===== src/rtl/rs232_tx_arbiter_if.sv =====
// rtl/rs232_tx_arbiter_if.sv - requester and transmitter-side signals of rs232_tx_arbiter
interface rs232_tx_arbiter_if #(
    parameter int NUM_REQ = 4
);
    logic [NUM_REQ-1:0]   req;
    logic [8*NUM_REQ-1:0] req_data;
    logic [NUM_REQ-1:0]   ack;
    logic [NUM_REQ-1:0]   done;
    logic [7:0]           tx_data;
    logic                 tx_start;
    logic                 busy;
    logic [2:0]           grant_id;

    modport master (
        output req, req_data,
        input  ack, done, tx_data, tx_start, busy, grant_id
    );

    modport slave (
        input  req, req_data,
        output ack, done, tx_data, tx_start, busy, grant_id
    );
endinterface


===== src/rtl/rs232_tx_arbiter.sv =====
// rtl/rs232_tx_arbiter.sv - round-robin scheduler sharing one RS232 transmitter among NUM_REQ byte requesters
// Optional RS232_TX_ARB_PRIO_EN: requester 0 gets fixed top priority and is excluded from the round-robin search.
module rs232_tx_arbiter #(
    parameter int NUM_REQ      = 4,
    parameter int FRAME_CYCLES = 11,
    parameter int GAP_CYCLES   = 2
) (
    input  logic              OG_clk,
    input  logic              reset_n,
    rs232_tx_arbiter_if.slave bus
);
    typedef enum logic [2:0] {
        S_IDLE,
        S_LOAD,
        S_START,
        S_WAIT,
        S_GAP
    } state_t;

    localparam logic [3:0] NREQ       = 4'(NUM_REQ);
    localparam logic [7:0] FRAME_LOAD = 8'(FRAME_CYCLES - 1);
    localparam logic [7:0] GAP_LOAD   = (GAP_CYCLES > 0) ? 8'(GAP_CYCLES - 1) : 8'd0;

    state_t             state, state_n;
    logic [7:0]         cnt, cnt_n;
    logic [2:0]         rr_ptr, rr_n, win, grant_id_q;
    logic               any_req;
    logic [7:0]         cand, win_oh, grant_oh, sel_byte;
    logic [3:0]         idx, win_inc;
    logic [NUM_REQ-1:0] ack_q, done_q;
    logic [7:0]         tx_data_q;
    logic               tx_start_q, busy_q;

    // Candidates padded to 8 so the 3-bit rotating index never selects out of range.
    always_comb begin
        cand                = '0;
        cand[NUM_REQ-1:0]   = bus.req;
`ifdef RS232_TX_ARB_PRIO_EN
        cand[0]             = 1'b0;
`endif
        any_req = 1'b0;
        win     = '0;
        idx     = '0;
        for (int k = 0; k < NUM_REQ; k++) begin
            idx = {1'b0, rr_ptr} + 4'(k);
            if (idx >= NREQ) idx = idx - NREQ;
            if (!any_req && cand[idx[2:0]]) begin
                any_req = 1'b1;
                win     = idx[2:0];
            end
        end
        win_inc = {1'b0, win} + 4'd1;
        if (win_inc >= NREQ) win_inc = '0;
        rr_n = win_inc[2:0];
`ifdef RS232_TX_ARB_PRIO_EN
        if (bus.req[0]) begin
            any_req = 1'b1;
            win     = '0;
            rr_n    = rr_ptr;
        end
`endif
        sel_byte = '0;
        for (int i = 0; i < NUM_REQ; i++) begin
            if (win == 3'(i)) sel_byte = bus.req_data[8*i +: 8];
        end
        win_oh   = 8'd1 << win;
        grant_oh = 8'd1 << grant_id_q;
    end

    always_comb begin
        state_n = state;
        cnt_n   = cnt;
        case (state)
            S_IDLE:  if (any_req) state_n = S_LOAD;
            S_LOAD:  state_n = S_START;
            S_START: begin
                state_n = S_WAIT;
                cnt_n   = FRAME_LOAD;
            end
            S_WAIT: begin
                if (cnt != 8'd0) begin
                    cnt_n = cnt - 8'd1;
                end else if (GAP_CYCLES > 0) begin
                    state_n = S_GAP;
                    cnt_n   = GAP_LOAD;
                end else begin
                    state_n = S_IDLE;
                end
            end
            S_GAP: begin
                if (cnt != 8'd0) cnt_n = cnt - 8'd1;
                else             state_n = S_IDLE;
            end
            default: state_n = S_IDLE;
        endcase
    end

    always_ff @(posedge OG_clk or negedge reset_n) begin
        if (!reset_n) begin
            state <= S_IDLE;
            cnt   <= '0;
        end else begin
            state <= state_n;
            cnt   <= cnt_n;
        end
    end

    // Outputs are registered from next-state values so they line up with the state they describe.
    always_ff @(posedge OG_clk or negedge reset_n) begin
        if (!reset_n) begin
            rr_ptr     <= '0;
            grant_id_q <= '0;
            tx_data_q  <= '0;
            ack_q      <= '0;
            done_q     <= '0;
            tx_start_q <= 1'b0;
            busy_q     <= 1'b0;
        end else begin
            if (state == S_IDLE && any_req) begin
                rr_ptr     <= rr_n;
                grant_id_q <= win;
                tx_data_q  <= sel_byte;
            end
            ack_q      <= (state == S_IDLE && any_req) ? win_oh[NUM_REQ-1:0] : '0;
            done_q     <= (state_n == S_WAIT && cnt_n == 8'd0) ? grant_oh[NUM_REQ-1:0] : '0;
            tx_start_q <= (state_n == S_START);
            busy_q     <= (state_n != S_IDLE);
        end
    end

    assign bus.ack      = ack_q;
    assign bus.done     = done_q;
    assign bus.tx_data  = tx_data_q;
    assign bus.tx_start = tx_start_q;
    assign bus.busy     = busy_q;
    assign bus.grant_id = grant_id_q;
endmodule


===== src/flat_wrapper.sv =====
// flat-port wrapper written by rule: the top's interface ports become plain ports
module rs232_tx_arbiter_flat 
#(
    parameter int NUM_REQ      = 4,
    parameter int FRAME_CYCLES = 11,
    parameter int GAP_CYCLES   = 2
)
  (OG_clk, reset_n, bus_req, bus_req_data, bus_ack, bus_done, bus_tx_data, bus_tx_start, bus_busy, bus_grant_id);
  rs232_tx_arbiter_if #(.NUM_REQ(NUM_REQ)) bus_i ();
  input  logic OG_clk;
  input  logic reset_n;
  input wire logic [$bits(bus_i.req)-1:0] bus_req;
  input wire logic [$bits(bus_i.req_data)-1:0] bus_req_data;
  output wire logic [$bits(bus_i.ack)-1:0] bus_ack;
  output wire logic [$bits(bus_i.done)-1:0] bus_done;
  output wire logic [$bits(bus_i.tx_data)-1:0] bus_tx_data;
  output wire logic [$bits(bus_i.tx_start)-1:0] bus_tx_start;
  output wire logic [$bits(bus_i.busy)-1:0] bus_busy;
  output wire logic [$bits(bus_i.grant_id)-1:0] bus_grant_id;
  assign bus_i.req = bus_req;
  assign bus_i.req_data = bus_req_data;
  assign bus_ack = bus_i.ack;
  assign bus_done = bus_i.done;
  assign bus_tx_data = bus_i.tx_data;
  assign bus_tx_start = bus_i.tx_start;
  assign bus_busy = bus_i.busy;
  assign bus_grant_id = bus_i.grant_id;
  rs232_tx_arbiter #(.NUM_REQ(NUM_REQ), .FRAME_CYCLES(FRAME_CYCLES), .GAP_CYCLES(GAP_CYCLES)) u_core (.OG_clk(OG_clk), .reset_n(reset_n), .bus(bus_i));
endmodule

===== config.mk =====
export PLATFORM = sky130hd
export DESIGN_NAME = rs232_tx_arbiter_flat
export DESIGN_NICKNAME = d
export VERILOG_FILES = /design/src/rtl/rs232_tx_arbiter_if.sv /design/src/rtl/rs232_tx_arbiter.sv /design/src/flat_wrapper.sv
export SDC_FILE = /design/constraint.sdc
export NUM_CORES = 1
export LEC_CHECK = 0
export BUFFER_PORTS_ARGS = -buffer_cell sky130_fd_sc_hd__buf_2
export CAP_MARGIN = 15
export CORE_MARGIN = 2
export CORE_UTILIZATION = 53
export CTS_CLUSTER_DIAMETER = 80
export DETAILED_ROUTE_END_ITERATION = 7
export GPL_TIMING_DRIVEN = 0
export PLACE_DENSITY = 0.76
export SLEW_MARGIN = 20
export SYNTH_ARGS = -nofsm -noshare
export SYNTH_HDL_FRONTEND = slang
export SYNTH_SLANG_ARGS = --single-unit

===== constraint.sdc =====
create_clock -name OG_clk -period 10.01 [get_ports OG_clk]
set_clock_uncertainty 0.1 [all_clocks]
set_input_delay 2.002 -clock OG_clk [delete_from_list [all_inputs] [get_ports OG_clk]]
set_output_delay 2.002 -clock OG_clk [all_outputs]
set_load 0.02 [all_outputs]

Word-level counts from Yosys, hierarchy flattened
Cells that the tools add are included.

operators by class
  bitwise gates (word level) = 0
  eq/ne operators = 9
  add/subtract/negate cells = 9
  reduce and logical (&&, ||, !) cells = 13
  magnitude comparators = 9
  div/mod/pow operators = 0
  shifts and indexed selects = 2
  $mul = 0
  multiplexer cells = 34

operator list
  kind                 number
  $mux 8               6
  $mux 3               12
  $pmux 8 s3           1
  $eq 3x2->1 const B   6
  $ge 4x3->1 const B   4
  $lt 3x4->1 const B   4
  $pmux 3 s5           1
  $bmux 1 s3           4
  $sub 3x3->3 const B  4
  $add 3x1->4 const B  2
  $add 3x2->4 const B  2
  $logic_not 8->1      1
  $mux 1               8
  $mux 4               2
  $reduce_bool 8->1    1
  $shl 1x3->4 const A  2
  $sub 8x1->8 const B  1
  $eq 3x1->1 const B   2
  $logic_not 3->1      2
  $logic_and 1x1->1    5
  $eq 3x3->1 const B   1
  $ge 3x3->1 const B   1
  $logic_not 1->1      3
  $reduce_bool 3->1    1

storage, ports and cells
  output and inout port bits = 21
  memory bits (read-only) = 0
  memories kept = 0
  input bits = 38
  bits in latches = 0
  flip-flop bits (word level) = 35
  bits in writable memories = 0
  word-level logic and storage cells = 85

Longest topological paths before layout
Gate-level depths: netlist of the first run.

  depth in word-level cells = 19
  mapped depth = 16
  depth with buffers taken out = 13

Least setup slack after synthesis of the first run
Ideal clock, no wire load.

  kind = input port to flip-flop
  from = input port bus_req[2]
  to = register u_core.tx_data_q[0], in the netlist u_core.bus.tx_data[0]
  arrival time = 4.185 ns
  required time = 9.833 ns
  library setup time = 0.077 ns
  buffers on the path = 2
  slack = 5.647 ns
  stages on the path = 13
  cells stage by stage = mux4_2 nand2_1 nor3_1 a211oi_2 inv_1 ha_1 clkbuf_1 nor2b_1 clkbuf_1 a221oi_1 nor3_1 a21oi_1 a21oi_1

between the ends
  longest elaborated chain between the ends = 17
  elaborated cells between the ends (all ways) = 31
  classes of those cells = eq/ne: 3; mux: 20; reduce/logical: 8

ends and longest elaborated chain
  item                          line                     RTL
  start, declared               flat_wrapper.sv:12       input wire logic [$bits(bus_i.req)-1:0] bus_req;
  $bmux 1 s3                    rs232_tx_arbiter.sv:47   if (!any_req && cand[idx[2:0]]) begin
  $mux 1 (not written as such)  rs232_tx_arbiter.sv:47
  $mux 1                        rs232_tx_arbiter.sv:47
  $logic_not 1->1               rs232_tx_arbiter.sv:47
  $logic_and 1x1->1             rs232_tx_arbiter.sv:47
  $mux 1                        rs232_tx_arbiter.sv:47
  $logic_not 1->1               rs232_tx_arbiter.sv:47
  $logic_and 1x1->1             rs232_tx_arbiter.sv:47
  $mux 1                        rs232_tx_arbiter.sv:47
  $logic_not 1->1               rs232_tx_arbiter.sv:47
  $logic_and 1x1->1             rs232_tx_arbiter.sv:47
  $mux 3 *                      rs232_tx_arbiter.sv:47
  via u_core.win[0]             rs232_tx_arbiter.sv:26   logic [2:0] rr_ptr, rr_n, win, grant_id_q;
  $logic_not 3->1               rs232_tx_arbiter.sv:64   if (win == 3'(i)) sel_byte = bus.req_data[8*i +: 8];
  $mux 8 (3 in series)          rs232_tx_arbiter.sv:64
  $mux 8 *                      rs232_tx_arbiter.sv:64
  end signal, assigned          rs232_tx_arbiter.sv:122  tx_data_q <= sel_byte;
  end, declared                 rs232_tx_arbiter.sv:31   logic [7:0] tx_data_q;

Mark *: on every way through the listed nets, which the timed path passes. The rest lies on a longest branch. The select of a mux whose other input is x is not followed.
A chain may end at the register's enable or synchronous reset.

Final worst setup path of the first run
  from = input port bus_req[1]
  to = register u_core.tx_data_q[5], in the netlist u_core.bus.tx_data[5]

The elaborated chain is that of the path after synthesis.

==> flow_summary.json, run 1 <==
{
  "cts_buffers": 5,
  "maxSlewViolCount": 0,
  "start_util_pct": 54.7,
  "cp_max_fo": 10,
  "rows": 24,
  "grt_max_degree": 36,
  "post_cts_buffers": 0,
  "clock.fmax_ghz": 0.209,
  "avgSynthCellArea_um2": 9.48,
  "cp-start-kind": "primary input",
  "syn_nets": 299,
  "seqCellArea_um2": 876,
  "leakagePower_nw": 1.31,
  "finalHoldViolations": 0,
  "clockBufferDepth": 2,
  "routedWlPerCell_um": 15.2,
  "drt_first_pass_iters": 4,
  "io_pins": 59,
  "startpoint": "bus_req[1]",
  "ys_ff_latch": 35,
  "dieArea_mm2": 0.00504,
  "portBuffers": 58,
  "ys_types": 60,
  "fillCellCount": 353,
  "tightest_slew_ns": 0.797,
  "via_per_inst": 5.85,
  "overflow": 0,
  "cp_slowest_cell": "mux4_2",
  "tns_ns": 0,
  "slowest_delay_ns": 0.47,
  "core_area_mm2": 0.00435,
  "rsz0062_at_grt": "no",
  "ir_worst_vdd_mv": 0.170,
  "hold_start": "u_core.bus.tx_data[7]",
  "worstSkewPairLatency_ns": 0.28,
  "relSlewSlack_pct": 46.9,
  "ys.flop_type": "dfrtp_1",
  "finalNetCount": 364,
  "holdBufCountCts": 0,
  "final_cell_area_mm2": 0.00285,
  "path_cells": "buf_2 > mux4_2 > o21ai_1 > nor3_1 > a211oi_2 > inv_1 > ha_1 > clkbuf_1 > nor2b_1 > clkbuf_1 > a221oi_1 > nor3_1 > a21oi_1 > a21oi_1",
  "antenna_cells": 0,
  "setup.worst_path.class": "primary input to flip-flop",
  "ant_nets": 0,
  "area_delta_synth_final_pct": 19.9,
  "vias": 2158,
  "drive_gt1_share_pct": 30.6,
  "cts_tree": "yes",
  "wl_um": 5610,
  "end_kind": "flip-flop",
  "synth-seq-area-share_pct": 36.8,
  "crit_arrival_ns": 4.88,
  "routabilityCongestion": 0.920,
  "place_area_mm2": 0.00274,
  "synth_warnings": 0,
  "yosys.area.top_type": "dfrtp_1",
  "die_x_um": 71.0,
  "setup_violations": 0,
  "cts-root-buf": "clkbuf_8",
  "grt_pass1_wl_um": 9470,
  "post-route-period-util_pct": 47.8,
  "min_period_ns": 4.78,
  "clk_pin_slew_ns": 0.07,
  "reg2reg_from": "u_core.rr_ptr[0]",
  "worstPathRequired_ns": 10.11,
  "power.density_mw_per_mm2": 358,
  "drcViolationCount": 0,
  "multiInputGateArea_mm2": 0.00136,
  "synth_cells": 251,
  "grt_usage_pct": 23.4,
  "syn_area_mm2": 0.00238,
  "synth-edff-count": 0,
  "drt_iter0_markers": 191,
  "grt_pass1_vias": 1996,
  "antenna_found_initial": 0,
  "synthArstFlopShare_pct": 100,
  "dp_hpwl_um": 4110,
  "clock-sinks": 35,
  "post_cts_resize_count": 0,
  "synth_top_area_share_pct": 36.8,
  "htree_levels": 2,
  "max-cap-violations": 0,
  "status": "finished clean",
  "hold_path_class": "flip-flop to flip-flop",
  "die_y_um": 71.0,
  "synthTopCellsByArea": "dfrtp_1 (37%), ha_1 (5.3%), a21oi_1 (4.8%)"
}
-- worst max-delay path: cells and delay by family --
family                   cells  cell delay, ns
AO/OA/AOI/OAI                5            0.94
adder cells (fa/ha/maj)      1            0.21
buffers and inverters        4            0.75
multiplexers                 1            0.47
AND/OR/NAND/NOR              3            0.52
-- report_power, final --
part           switching [mW]  leakage [nW]  internal (mW)
combinational           0.372         0.811          0.271
sequential             0.0560         0.435          0.192
clock                  0.0511        0.0612         0.0806
total                   0.479          1.31          0.543
-- stage by stage --
stage	hold slack (ns)	utilization [%]	cells	setup WS (ns)	power, mW
global route	0.454	65.5	369	4.97	1.12
floorplan	0.440	-	251	5.65	0.735
finish	0.424	65.5	369	5.23	1.02
CTS	0.428	65.5	369	5.26	1.02
detailed placement	0.414	62.8	361	4.98	0.883
global placement	0.404	62.8	361	5.05	0.873
-- final timing paths --
| kind | endpoint | slack, ns | cells past startpoint |
|---|---|---|---|
| max in group asynchronous | u_core.cnt[2] | 7.60 | 1 |
| worst max-delay path | u_core.bus.tx_data[5] | 5.23 | 14 |
| worst max register to register | u_core.bus.tx_data[5] | 5.96 | 16 |
| worst min-delay path | u_core.bus.tx_data[7] | 0.42 | 2 |
| worst min register to register | u_core.bus.tx_data[7] | 0.42 | 2 |
| min in group asynchronous | u_core.cnt[7] | 1.70 | 1 |
-- cell usage after synthesis, types with 3 or more instances --
| master | n |
|---|---|
| nor2_1 | 20 |
| a21oi_1 | 23 |
| nor3_1 | 13 |
| or3_1 | 4 |
| and2_1 | 5 |
| buf_6 | 3 |
| or3b_1 | 3 |
| nand3b_1 | 3 |
| a221oi_1 | 10 |
| inv_1 | 11 |
| ha_1 | 10 |
| nand4_1 | 6 |
| nand2b_1 | 3 |
| dfrtp_1 | 35 |
| clkbuf_1 | 5 |
| o21ai_0 | 7 |
| buf_4 | 3 |
| buf_2 | 5 |
| mux2i_1 | 4 |
| nor4_2 | 3 |
| nor2b_1 | 13 |
| nand2_1 | 12 |
-- sequential cells by signal, indices dropped and copies added, names as in the netlist --
signal / count
u_core.bus.ack: 4
u_core.bus.busy: 1
u_core.bus.done: 4
u_core.bus.grant_id: 3
u_core.bus.tx_data: 8
u_core.bus.tx_start: 1
u_core.cnt: 8
u_core.rr_ptr: 3
u_core.state: 3
-- placed cells by master, fill, tap and decap left out, drive strengths merged, types with 4 or more instances in the layout --
| cell type | instances |
|---|---|
| or3 | 4 |
| o21ai | 10 |
| nor3b | 4 |
| nor2 | 22 |
| inv | 11 |
| nor3 | 13 |
| and2 | 5 |
| nand4 | 6 |
| dfrtp | 35 |
| a21oi | 23 |
| nand2 | 12 |
| nor2b | 14 |
| a221oi | 10 |
| clkbuf | 11 |
| nor4 | 6 |
| mux2i | 4 |
| ha | 10 |
| buf | 69 |
-- kinds of logic after synthesis --
group / Yosys count / synth area share (%)
and+or+nand+nor: 102 / 27.0
AOI/OAI and AO/OA: 67 / 20.1
DFF: 35 / 36.8
buffers and inverters: 27 / 5.94
adders and majority gates: 10 / 5.26
muxes: 7 / 4.05
xor gates and xnor gates: 2 / 0.736
other: 1 / 0.158
-- per-layer routing --
layer  share of wire [%]  global-route usage, %  wire [µm]  vias to the layer above
met5                   0                      0          0                        -
met4                 2.3                   8.18        130                        0
met3                 5.7                   4.99        321                       18
met2                  48                   36.8       2710                      105
met1                  44                   32.2       2440                      987
li1                    -                      -          -                     1048
-- layout make-up --
| type | instances | area share, % |
|---|---|---|
| plain buffers | 16 | 3.51 |
| clock buffers | 6 | 2.89 |
| flip-flops and latches | 35 | 30.7 |
| clock inverters | 2 | 1.23 |
| repair buffers | 58 | 10.2 |
| inverters | 11 | 1.45 |
| well taps | 52 | 2.28 |
| multi-input cells | 189 | 47.8 |
No activity file was read; power rests on OpenSTA's default activity.
==> run 2: changes to the inputs <==
- CORE_UTILIZATION: 53 -> 48
- PLACE_DENSITY: 0.76 -> 0.73
- clock period: 10.01 -> 4.4 ns (I/O delays scaled with it)
==> flow_summary.json, run 2 (synthesis results as in run 1) <==
{
  "post_cts_resize_count": 0,
  "maxSlewViolCount": 0,
  "final_cell_mix": "buf_2 (63), dfrtp_1 (35), a21oi_1 (23), nor2_1 (20)",
  "die_x_um": 74.4,
  "rows": 25,
  "htree_levels": 2,
  "relSlewSlack_pct": 48.9,
  "routedWlPerCell_um": 14.6,
  "status": "finished clean",
  "grt_usage_pct": 22.0,
  "rsz0062_at_grt": "no",
  "io_pins": 59,
  "grt_max_degree": 36,
  "post-route-period-util_pct": 90.0,
  "drcViolationCount": 0,
  "seqCellArea_um2": 876,
  "overflow": 0,
  "clk_pin_slew_ns": 0.07,
  "final_common_cell": "buf_2",
  "area_delta_synth_final_pct": 19.3,
  "drt_iter0_markers": 186,
  "cts_tree": "yes",
  "dieArea_mm2": 0.00554,
  "hold_start": "u_core.bus.tx_data[4]",
  "via_per_inst": 5.47,
  "cts_buffers": 5,
  "drt_first_pass_iters": 4,
  "final_cell_area_mm2": 0.00284,
  "tns_ns": 0,
  "startpoint": "u_core.rr_ptr[0]",
  "drive_gt1_share_pct": 30.3,
  "min_period_ns": 3.96,
  "start_util_pct": 50.1,
  "worstPathRequired_ns": 4.53,
  "power_mw": 2.26,
  "crit_arrival_ns": 4.09,
  "grt_pass1_vias": 1919,
  "holdBufCountCts": 0,
  "power.density_mw_per_mm2": 795,
  "tightest_slew_ns": 0.767,
  "post_cts_buffers": 0,
  "antenna_cells": 0,
  "leakagePower_nw": 1.29,
  "cts-root-buf": "clkbuf_8",
  "finalNetCount": 364,
  "hold_path_class": "flip-flop to flip-flop",
  "reg2reg_from": "u_core.rr_ptr[0]",
  "vias": 2100,
  "routabilityCongestion": 0.978,
  "fillCellCount": 455,
  "antenna_found_initial": 0,
  "core_area_mm2": 0.00475,
  "ir_worst_vdd_mv": 0.299,
  "wl_um": 5620,
  "grt_pass1_wl_um": 9290,
  "final_util_pct": 59.7,
  "setup.worst_path.class": "flip-flop to flip-flop",
  "worstSkewPairLatency_ns": 0.29,
  "cp_max_fo": 10,
  "clock.fmax_ghz": 0.252,
  "portBuffers": 58,
  "max-cap-violations": 0,
  "multiInputGateArea_mm2": 0.00136,
  "clock-sinks": 35,
  "ant_nets": 0,
  "finalHoldViolations": 0,
  "dp_hpwl_um": 4130,
  "end_kind": "flip-flop",
  "place_area_mm2": 0.00275,
  "clockBufferDepth": 2,
  "setup_violations": 0,
  "die_y_um": 74.4,
  "cp-start-kind": "flip-flop"
}
run 2: final cells by class:
cell class	instances	area share (%)
Clock buffer	6	2.56
Buffer	16	3.53
Inverter	11	1.45
Tap cell	67	2.95
Clock inverter	2	0.441
Timing Repair Buffer	58	10.2
Multi-Input combinational cell	189	48.0
Sequential cell	35	30.9
run 2: routing by layer:
metal	GRT usage [%]	routed length (µm)
met5	0	0
met4	8.33	121
met3	4.61	285
met2	33.3	2620
met1	31.0	2590
run 2: report_power, final:
group          switching [mW]  internal (mW)
Sequential              0.120          0.436
Combinational           0.852          0.617
Clock                   0.121          0.111
Total                    1.09           1.16
run 2: final timing paths:
kind                       cells after the start               endpoint  slack, ns
max                                           16  u_core.bus.tx_data[4]       0.44
min                                            2  u_core.bus.tx_data[4]       0.43
max reg2reg                                   16  u_core.bus.tx_data[4]       0.44
min reg2reg                                    2  u_core.bus.tx_data[4]       0.43
max in group asynchronous                      1          u_core.cnt[2]       3.15
min in group asynchronous                      1          u_core.cnt[7]       0.55
run 2: critical path, cell delays in order (launching register included):
cell and delay, ns:
dfrtp_1 0.43, buf_4 0.22, inv_1 0.06, ha_1 0.39
mux4_2 0.52, nand2_1 0.16, nor3_1 0.08, a211oi_2 0.36
inv_1 0.12, ha_1 0.21, clkbuf_1 0.22, nor2b_1 0.16
clkbuf_1 0.29, a221oi_1 0.13, nor3_1 0.24, a21oi_1 0.07
a21oi_1 0.15
run 2: through the flow:
step,setup WS (ns),cells,hold slack (ns)
2_1_floorplan,1.03,251,0.440
3_3_place_gp,0.451,376,0.401
3_5_place_dp,0.433,376,0.413
4_1_cts,0.403,384,0.429
5_1_grt,0.00986,384,0.453
6_report,0.438,384,0.428
